[src/rtl/id_stage_pkg.sv]
// Shared decode constants for the decode stage: opcodes, functs, ExcCodes, forward selects,
// and the legal-instruction check used for reserved-instruction detection.
package id_stage_pkg;

  localparam logic [5:0] OP_RTYPE = 6'h00, OP_J     = 6'h02, OP_JAL   = 6'h03, OP_BEQ  = 6'h04;
  localparam logic [5:0] OP_BNE   = 6'h05, OP_ADDI  = 6'h08, OP_ADDIU = 6'h09, OP_SLTI = 6'h0a;
  localparam logic [5:0] OP_SLTIU = 6'h0b, OP_ANDI  = 6'h0c, OP_ORI   = 6'h0d, OP_XORI = 6'h0e;
  localparam logic [5:0] OP_LUI   = 6'h0f, OP_COP0  = 6'h10, OP_LB    = 6'h20, OP_LH   = 6'h21;
  localparam logic [5:0] OP_LW    = 6'h23, OP_LBU   = 6'h24, OP_LHU   = 6'h25, OP_SB   = 6'h28;
  localparam logic [5:0] OP_SH    = 6'h29, OP_SW    = 6'h2b;

  localparam logic [5:0] FN_JR = 6'h08, FN_JALR = 6'h09;

  localparam logic [4:0] EXC_INT = 5'd0, EXC_ADEL = 5'd4, EXC_RI = 5'd10;

  localparam logic [31:0] INSTR_ERET = 32'h4200_0018;

  typedef enum logic [1:0] {
    FWD_GRF = 2'd0,
    FWD_E   = 2'd1,
    FWD_M   = 2'd2
  } fwd_sel_e;

  function automatic logic is_legal(input logic [31:0] ins);
    logic ok;
    ok = 1'b0;
    case (ins[31:26])
      OP_RTYPE: begin
        case (ins[5:0])
          6'h00, 6'h02, 6'h03, 6'h04, 6'h06, 6'h07, 6'h08, 6'h09, 6'h0c,
          6'h10, 6'h11, 6'h12, 6'h13, 6'h18, 6'h19, 6'h1a, 6'h1b,
          6'h20, 6'h21, 6'h22, 6'h23, 6'h24, 6'h25, 6'h26, 6'h27,
          6'h2a, 6'h2b: ok = 1'b1;
          default:      ok = 1'b0;
        endcase
      end
      // mfc0 (rs=0), mtc0 (rs=4) and eret are the only coprocessor-0 forms accepted
      OP_COP0: ok = (ins[25:21] == 5'd0) || (ins[25:21] == 5'd4) || (ins == INSTR_ERET);
      OP_J, OP_JAL, OP_BEQ, OP_BNE, OP_ADDI, OP_ADDIU, OP_SLTI, OP_SLTIU,
      OP_ANDI, OP_ORI, OP_XORI, OP_LUI, OP_LB, OP_LH, OP_LW, OP_LBU, OP_LHU,
      OP_SB, OP_SH, OP_SW: ok = 1'b1;
      default: ok = 1'b0;
    endcase
    return ok;
  endfunction

endpackage

[src/rtl/id_stage_grf.sv]
// 32x32 general register file: two async read ports with write-first bypass, one sync write port.
// Optional write trace enabled by defining GRF_DISPLAY_EN.
module id_stage_grf (
  input  logic        clk,
  input  logic        reset,
  input  logic [4:0]  ra1_i,
  input  logic [4:0]  ra2_i,
  output logic [31:0] rd1_o,
  output logic [31:0] rd2_o,
  input  logic        we_i,
  input  logic [4:0]  wa_i,
  input  logic [31:0] wd_i,
  input  logic [31:0] wpc_i
);

  // $0 has no storage; the read muxes return zero for it
  logic [31:0] regs_q [1:31];

  genvar gi;
  generate
    for (gi = 1; gi < 32; gi++) begin : g_reg
      always_ff @(posedge clk) begin
        if (reset)
          regs_q[gi] <= '0;
        else if (we_i && (wa_i == 5'(gi)))
          regs_q[gi] <= wd_i;
      end
    end
  endgenerate

  always_comb begin
    rd1_o = '0;
    if (ra1_i != 5'd0)
      rd1_o = (we_i && (wa_i == ra1_i)) ? wd_i : regs_q[ra1_i];
  end

  always_comb begin
    rd2_o = '0;
    if (ra2_i != 5'd0)
      rd2_o = (we_i && (wa_i == ra2_i)) ? wd_i : regs_q[ra2_i];
  end

`ifdef GRF_DISPLAY_EN
  always @(posedge clk) begin
    if (!reset && we_i && (wa_i != 5'd0))
      $display("@%h: $%d <= %h", wpc_i, wa_i, wd_i);
  end
`else
  logic unused_wpc;
  assign unused_wpc = ^wpc_i;
`endif

endmodule

[src/rtl/id_stage.sv]
// MIPS decode stage: GRF read, forwarding, next-PC/branch resolution, RI detection, DE register.
// GRF_DISPLAY_EN enables the register-write trace inside the register file.
module id_stage
  import id_stage_pkg::*;
#(
  parameter logic [31:0] RESET_PC = 32'h0000_3000,
  parameter logic [31:0] PC_LO    = 32'h0000_3000
) (
  input  logic        clk,
  input  logic        reset,
  input  logic [31:0] FD_instruc,
  input  logic [31:0] FD_PC,
  input  logic [4:0]  FD_Exc,
  input  logic        FD_BD,
  input  logic [31:0] F_PC,
  input  logic [31:0] EPC,
  input  logic        stall,
  input  logic        IntReq,
  input  logic [1:0]  fwd_rs_sel,
  input  logic [1:0]  fwd_rt_sel,
  input  logic [31:0] E_fwd_data,
  input  logic [31:0] M_fwd_data,
  input  logic        W_we,
  input  logic [4:0]  W_addr,
  input  logic [31:0] W_wdata,
  input  logic [31:0] W_PC,
  output logic [31:0] D_NPC,
  output logic        eJump,
  output logic [4:0]  D_rs_addr,
  output logic [4:0]  D_rt_addr,
  output logic [31:0] DE_instruc,
  output logic [31:0] DE_PC,
  output logic [31:0] DE_rs_val,
  output logic [31:0] DE_rt_val,
  output logic [31:0] DE_imm_ext,
  output logic [4:0]  DE_Exc,
  output logic        DE_BD
);

  logic [31:0] unused_pc_lo;
  assign unused_pc_lo = PC_LO;

  logic [5:0]  op, funct;
  logic [15:0] imm;
  logic [31:0] grf_rs, grf_rt, rs_val, rt_val, imm_ext, branch_off;
  logic [4:0]  exc_d;
  logic        is_eret, is_jr, is_j;

  assign op        = FD_instruc[31:26];
  assign funct     = FD_instruc[5:0];
  assign imm       = FD_instruc[15:0];
  assign D_rs_addr = FD_instruc[25:21];
  assign D_rt_addr = FD_instruc[20:16];

  id_stage_grf u_grf (
    .clk   (clk),
    .reset (reset),
    .ra1_i (D_rs_addr),
    .ra2_i (D_rt_addr),
    .rd1_o (grf_rs),
    .rd2_o (grf_rt),
    .we_i  (W_we),
    .wa_i  (W_addr),
    .wd_i  (W_wdata),
    .wpc_i (W_PC)
  );

  always_comb begin
    case (fwd_rs_sel)
      FWD_E:   rs_val = E_fwd_data;
      FWD_M:   rs_val = M_fwd_data;
      default: rs_val = grf_rs;
    endcase
    case (fwd_rt_sel)
      FWD_E:   rt_val = E_fwd_data;
      FWD_M:   rt_val = M_fwd_data;
      default: rt_val = grf_rt;
    endcase
  end

  assign is_eret    = (FD_instruc == INSTR_ERET);
  assign is_jr      = (op == OP_RTYPE) && ((funct == FN_JR) || (funct == FN_JALR));
  assign is_j       = (op == OP_J) || (op == OP_JAL);
  assign branch_off = {{14{imm[15]}}, imm, 2'b00};
  assign eJump      = is_eret;

  always_comb begin
    D_NPC = F_PC + 32'd4;
    if (reset)
      D_NPC = RESET_PC;
    else if (is_eret)
      D_NPC = EPC;
    else if (is_j)
      D_NPC = {FD_PC[31:28], FD_instruc[25:0], 2'b00};
    else if (is_jr)
      D_NPC = rs_val;
    else if (((op == OP_BEQ) && (rs_val == rt_val)) || ((op == OP_BNE) && (rs_val != rt_val)))
      D_NPC = FD_PC + 32'd4 + branch_off;
  end

  // logical immediates are zero-extended, everything else sign-extended
  assign imm_ext = ((op == OP_ANDI) || (op == OP_ORI) || (op == OP_XORI)) ?
                   {16'h0000, imm} : {{16{imm[15]}}, imm};

  always_comb begin
    exc_d = EXC_INT;
    if (FD_Exc != 5'd0)
      exc_d = FD_Exc;
    else if (!is_legal(FD_instruc))
      exc_d = EXC_RI;
  end

  logic [31:0] instr_q, pc_q, rs_q, rt_q, imm_q;
  logic [4:0]  exc_q;
  logic        bd_q;

  always_ff @(posedge clk) begin
    if (reset || IntReq) begin
      instr_q <= '0; pc_q <= '0; rs_q <= '0; rt_q <= '0;
      imm_q   <= '0; exc_q <= '0; bd_q <= 1'b0;
    end else if (stall) begin
      // bubble keeps PC/BD so CP0 reports the right EPC if it is interrupted
      instr_q <= '0; rs_q <= '0; rt_q <= '0; imm_q <= '0; exc_q <= '0;
      pc_q    <= FD_PC;
      bd_q    <= FD_BD;
    end else begin
      instr_q <= FD_instruc; pc_q <= FD_PC; rs_q <= rs_val; rt_q <= rt_val;
      imm_q   <= imm_ext;    exc_q <= exc_d; bd_q <= FD_BD;
    end
  end

  assign DE_instruc = instr_q;
  assign DE_PC      = pc_q;
  assign DE_rs_val  = rs_q;
  assign DE_rt_val  = rt_q;
  assign DE_imm_ext = imm_q;
  assign DE_Exc     = exc_q;
  assign DE_BD      = bd_q;

endmodule
[config.mk]
export PLATFORM = sky130hd
export DESIGN_NAME = id_stage
export DESIGN_NICKNAME = d
export VERILOG_FILES = /design/src/rtl/id_stage_pkg.sv /design/src/rtl/id_stage_grf.sv /design/src/rtl/id_stage.sv
export SDC_FILE = /design/constraint.sdc
export NUM_CORES = 2
export LEC_CHECK = 0
export ABC_CLOCK_PERIOD_IN_PS = 5600
export BUFFER_PORTS_ARGS = -buffer_cell sky130_fd_sc_hd__clkbuf_2
export CORE_UTILIZATION = 58
export DETAILED_ROUTE_END_ITERATION = 10
export GPL_TIMING_DRIVEN = 0
export PLACE_DENSITY_LB_ADDON = 0.1
export SKIP_CTS_REPAIR_TIMING = 1
export SLEW_MARGIN = 20
export SYNTH_ARGS = -nofsm -noshare
export SYNTH_HDL_FRONTEND = slang
export SYNTH_HIERARCHICAL = 1
export SYNTH_SLANG_ARGS = --single-unit
[constraint.sdc]
create_clock -name clk -period 5.6 [get_ports clk]
set_input_delay 0.84 -clock clk [delete_from_list [all_inputs] [get_ports clk]]
set_output_delay 0.84 -clock clk [all_outputs]
set_load 0.02 [all_outputs]
==> flow_metrics.tcl <==
set metrics [dict create \
    critical_path.cell_chain "buf_6 > clkbuf_4 > clkbuf_4 > clkbuf_4 > a211oi_2 > o21ai_1 > o2111a_2 > nand2b_1 > a211oi_1 > nor4b_2 > nand4_1 > nor4_4 > mux2i_4 > buf_12 > buf_12 > mux2i_4 > a21oi_2 > a211oi_2 > buf_4" \
    syn_to_final_growth_pct 19.2 \
    std_cell_rows 121 \
    grt-ovfl-total 0 \
    power.density_nw_per_um2 295 \
    fill_cells 7664 \
    slew_violations 0 \
    cts_tree "done" \
    numCtsBuffers 115 \
    yosysTopAreaCellShare_pct 46.8 \
    worst_setup_path_start_kind "input port" \
    vias 54100 \
    synthTopCellsByCount "and2_1 (1068), edfxtp_1 (992), mux4_2 (384), clkbuf_1 (314), mux2i_1 (221)" \
    avgViaCountPerCell 7.60 \
    avgSynthCellArea_um2 12.9 \
    die_w_um 333 \
    ff2ff_path_depth 7 \
    max_freq_ghz 0.145 \
    synth-seq-area-share_pct 51.1 \
    period_share_pct 123 \
    regToRegSetupSlack_ns 2.38 \
    drv_cap 0 \
    synth_cell_types 76 \
    initial_core_util_pct 58.4 \
    setup_tns_ns -36.76 \
    synth_area_leader_cell "edfxtp_1" \
    setup_viol 32 \
    final_nets 5921 \
    fin_worst_skew_ns 0.0351 \
    first_pass_iters 9 \
    hp-class "input port to flip-flop" \
    cp_num_buf_inv 7 \
    hold_depth 2 \
    cellLeakagePower_nw 28.0 \
    path_clk_slew_ns 0.06 \
    drcViolationCount 0 \
    slowest_delay_ns 0.42 \
    syn_nets 5286 \
    power.total_mw 22.4 \
    cp_max_fo 10 \
    ir_drop_mv 0.297 \
    end_kind "primary output" \
    clockRootBuffer "clkbuf_16" \
    worst_slack_ns -1.28 \
    cpMaxStageDelayCell "o2111a_2" \
    syn_inst 4947 \
    insertion_delay_ns 0.77 \
    antenna_left 0 \
    worst_pin_slew_ns 1.40 \
    grt_pass1_wl_um 412000 \
    post_layout_nonfiller_instances 7115 \
    finalWirelength_um 314000 \
    gp_congestion 1.18 \
    hold_viol 0 \
    required_ns 4.76 \
    violations "negative setup slack" \
    yosysWarnings 6 \
    grt_setup_unrepaired "true" \
    portBuffers 448 \
    synth-seq-cells 1127 \
    die_h_um 333 \
    worst_r2r_endpoint "DE_rt_val[30]$_SDFF_PP0_" \
    grt_pass1_vias 49400 \
    grt_start_max_net_pins 33 \
    clock_sinks 1127 \
    maxSlewHeadroom_pct 6.66 \
    wl_per_cell_um 44.1 \
    drtIter0Drc 9887 \
    crit_top_cell "clkbuf_4" \
    htreeDepth 3 \
    whs_endpoint "DE_BD$_SDFF_PP0_" \
    ios 485 \
    worstPathArrival_ns 6.04 \
    period_minus_slack_ns 6.88 \
    synth.area.top_cells "edfxtp_1 (47%), mux4_2 (14%), and2_1 (11%)" \
    synth_most_common_cell "and2_1" \
    synth_top_flop_cell "edfxtp_1" \
    preCtsSetupSlack_ns -3.12 \
    min_from "FD_BD" \
    crit_family "buffers and inverters" \
    gr-usage-all-layers_pct 55.5 \
    grt_antenna_before_repair 42 \
    drive_gt1_share_pct 29.7 \
    coreArea_um2 109000 \
    syn_area_um2 63600 \
    die-area_um2 111000 \
    synth-edff-count 992 \
    worstSetupPathType "input port to primary output" \
    async_flop_share_pct 0 \
    outcome "finished with violations" \
    dp.final_hpwl_um 236000 \
    place_inst 6841 \
    clockBufferDepth 3 \
    r2r-start "u_grf/regs_q[26][30]$_SDFFCE_PN0P_" \
]
## metal layers
| layer | vias to the layer above | wire (um) | GRT usage [%] |
|---|---|---|---|
| met3 | 1551 | 56000 | 28.2 |
| met4 | 44 | 34900 | 44.7 |
| met2 | 5897 | 125000 | 75.9 |
| li1 | 20200 | - | - |
| met5 | - | 460 | 1.04 |
| met1 | 26400 | 97300 | 65.1 |
## metrics by stage
step | hold slack [ns] | utilization (%) | area [um2]
finish | 0.310 | 69.6 | 75800
global route | 0.302 | 69.6 | 75700
CTS | 0.297 | 66.7 | 72600
detailed placement | 1.06 | 63.1 | 68700
global placement | 1.05 | 62.1 | 67600
floorplan | 0.911 | - | 63600
## cell usage in the layout (no fill, tap or decap), drive strengths merged, types with 80 or more instances in the layout
cell    count
a211oi    158
a21oi      98
a22oi      88
and2     1069
buf       303
clkbuf    875
dfxtp     135
edfxtp    992
mux2i     221
mux4      384
nand2     112
nor2      218
o22ai      80
## kinds of logic after synthesis
group	count (synthesis)	share of synthesized area (%)
AND/OR/NAND/NOR	1697	15.3
flip-flops	1127	51.1
AO/OA/AOI/OAI	847	10.0
multiplexers	605	17.1
buffers and inverters	547	4.40
adder cells (fa/ha/maj)	63	1.25
XOR/XNOR	61	0.840
## worst register-to-register path: cells and delay by family (launching register included)
kind               cells  cell delay [ns]
and+or+nand+nor        3             1.12
muxes                  1             0.20
DFF                    1             0.51
AOI/OAI and AO/OA      3             1.19
## registers in the layout, summed over array words and instances, names as in the netlist
name / flops
u_grf/regs_q: 992
DE_Exc: 5
DE_imm_ext: 1
DE_instruc: 32
DE_rs_val: 32
DE_PC: 32
DE_rt_val: 32
DE_BD: 1
## layout make-up
cell class                 count  area [um2]  share of cell area (%)
sequential                  1127       32500                    42.9
timing repair buffer         518        3570                    4.70
tap                         1414        1770                    2.33
inverter                      20        77.6                   0.102
clock buffer                 133        3030                    4.00
multi-input combinational   3273       30200                    39.9
antenna                       25        62.6                  0.0825
buffer                       527        3730                    4.92
clock inverter                78         852                    1.12
## report_power, final
group / switching (mW) / internal, mW / total (mW)
clock: 3.53 / 4.53 / 8.06
sequential: 0.254 / 9.58 / 9.84
combinational: 2.93 / 1.53 / 4.46
total: 6.72 / 15.6 / 22.4
## how the worst max path moves through the flow
| stage | from | endpoint | slack (ns) | cells after the start |
|---|---|---|---|---|
| floorplan | FD_instruc[17] | D_NPC[23] | 0.02 | 19 |
| global placement | FD_instruc[22] | D_NPC[23] | -3.12 | 20 |
| detailed placement | FD_instruc[23] | D_NPC[23] | -3.12 | 19 |
| CTS | FD_instruc[23] | D_NPC[23] | -3.13 | 19 |
| global route | FD_instruc[21] | D_NPC[27] | -1.10 | 23 |
| finish | FD_instruc[23] | D_NPC[28] | -1.28 | 19 |
Power figures use the tool's default switching activity.
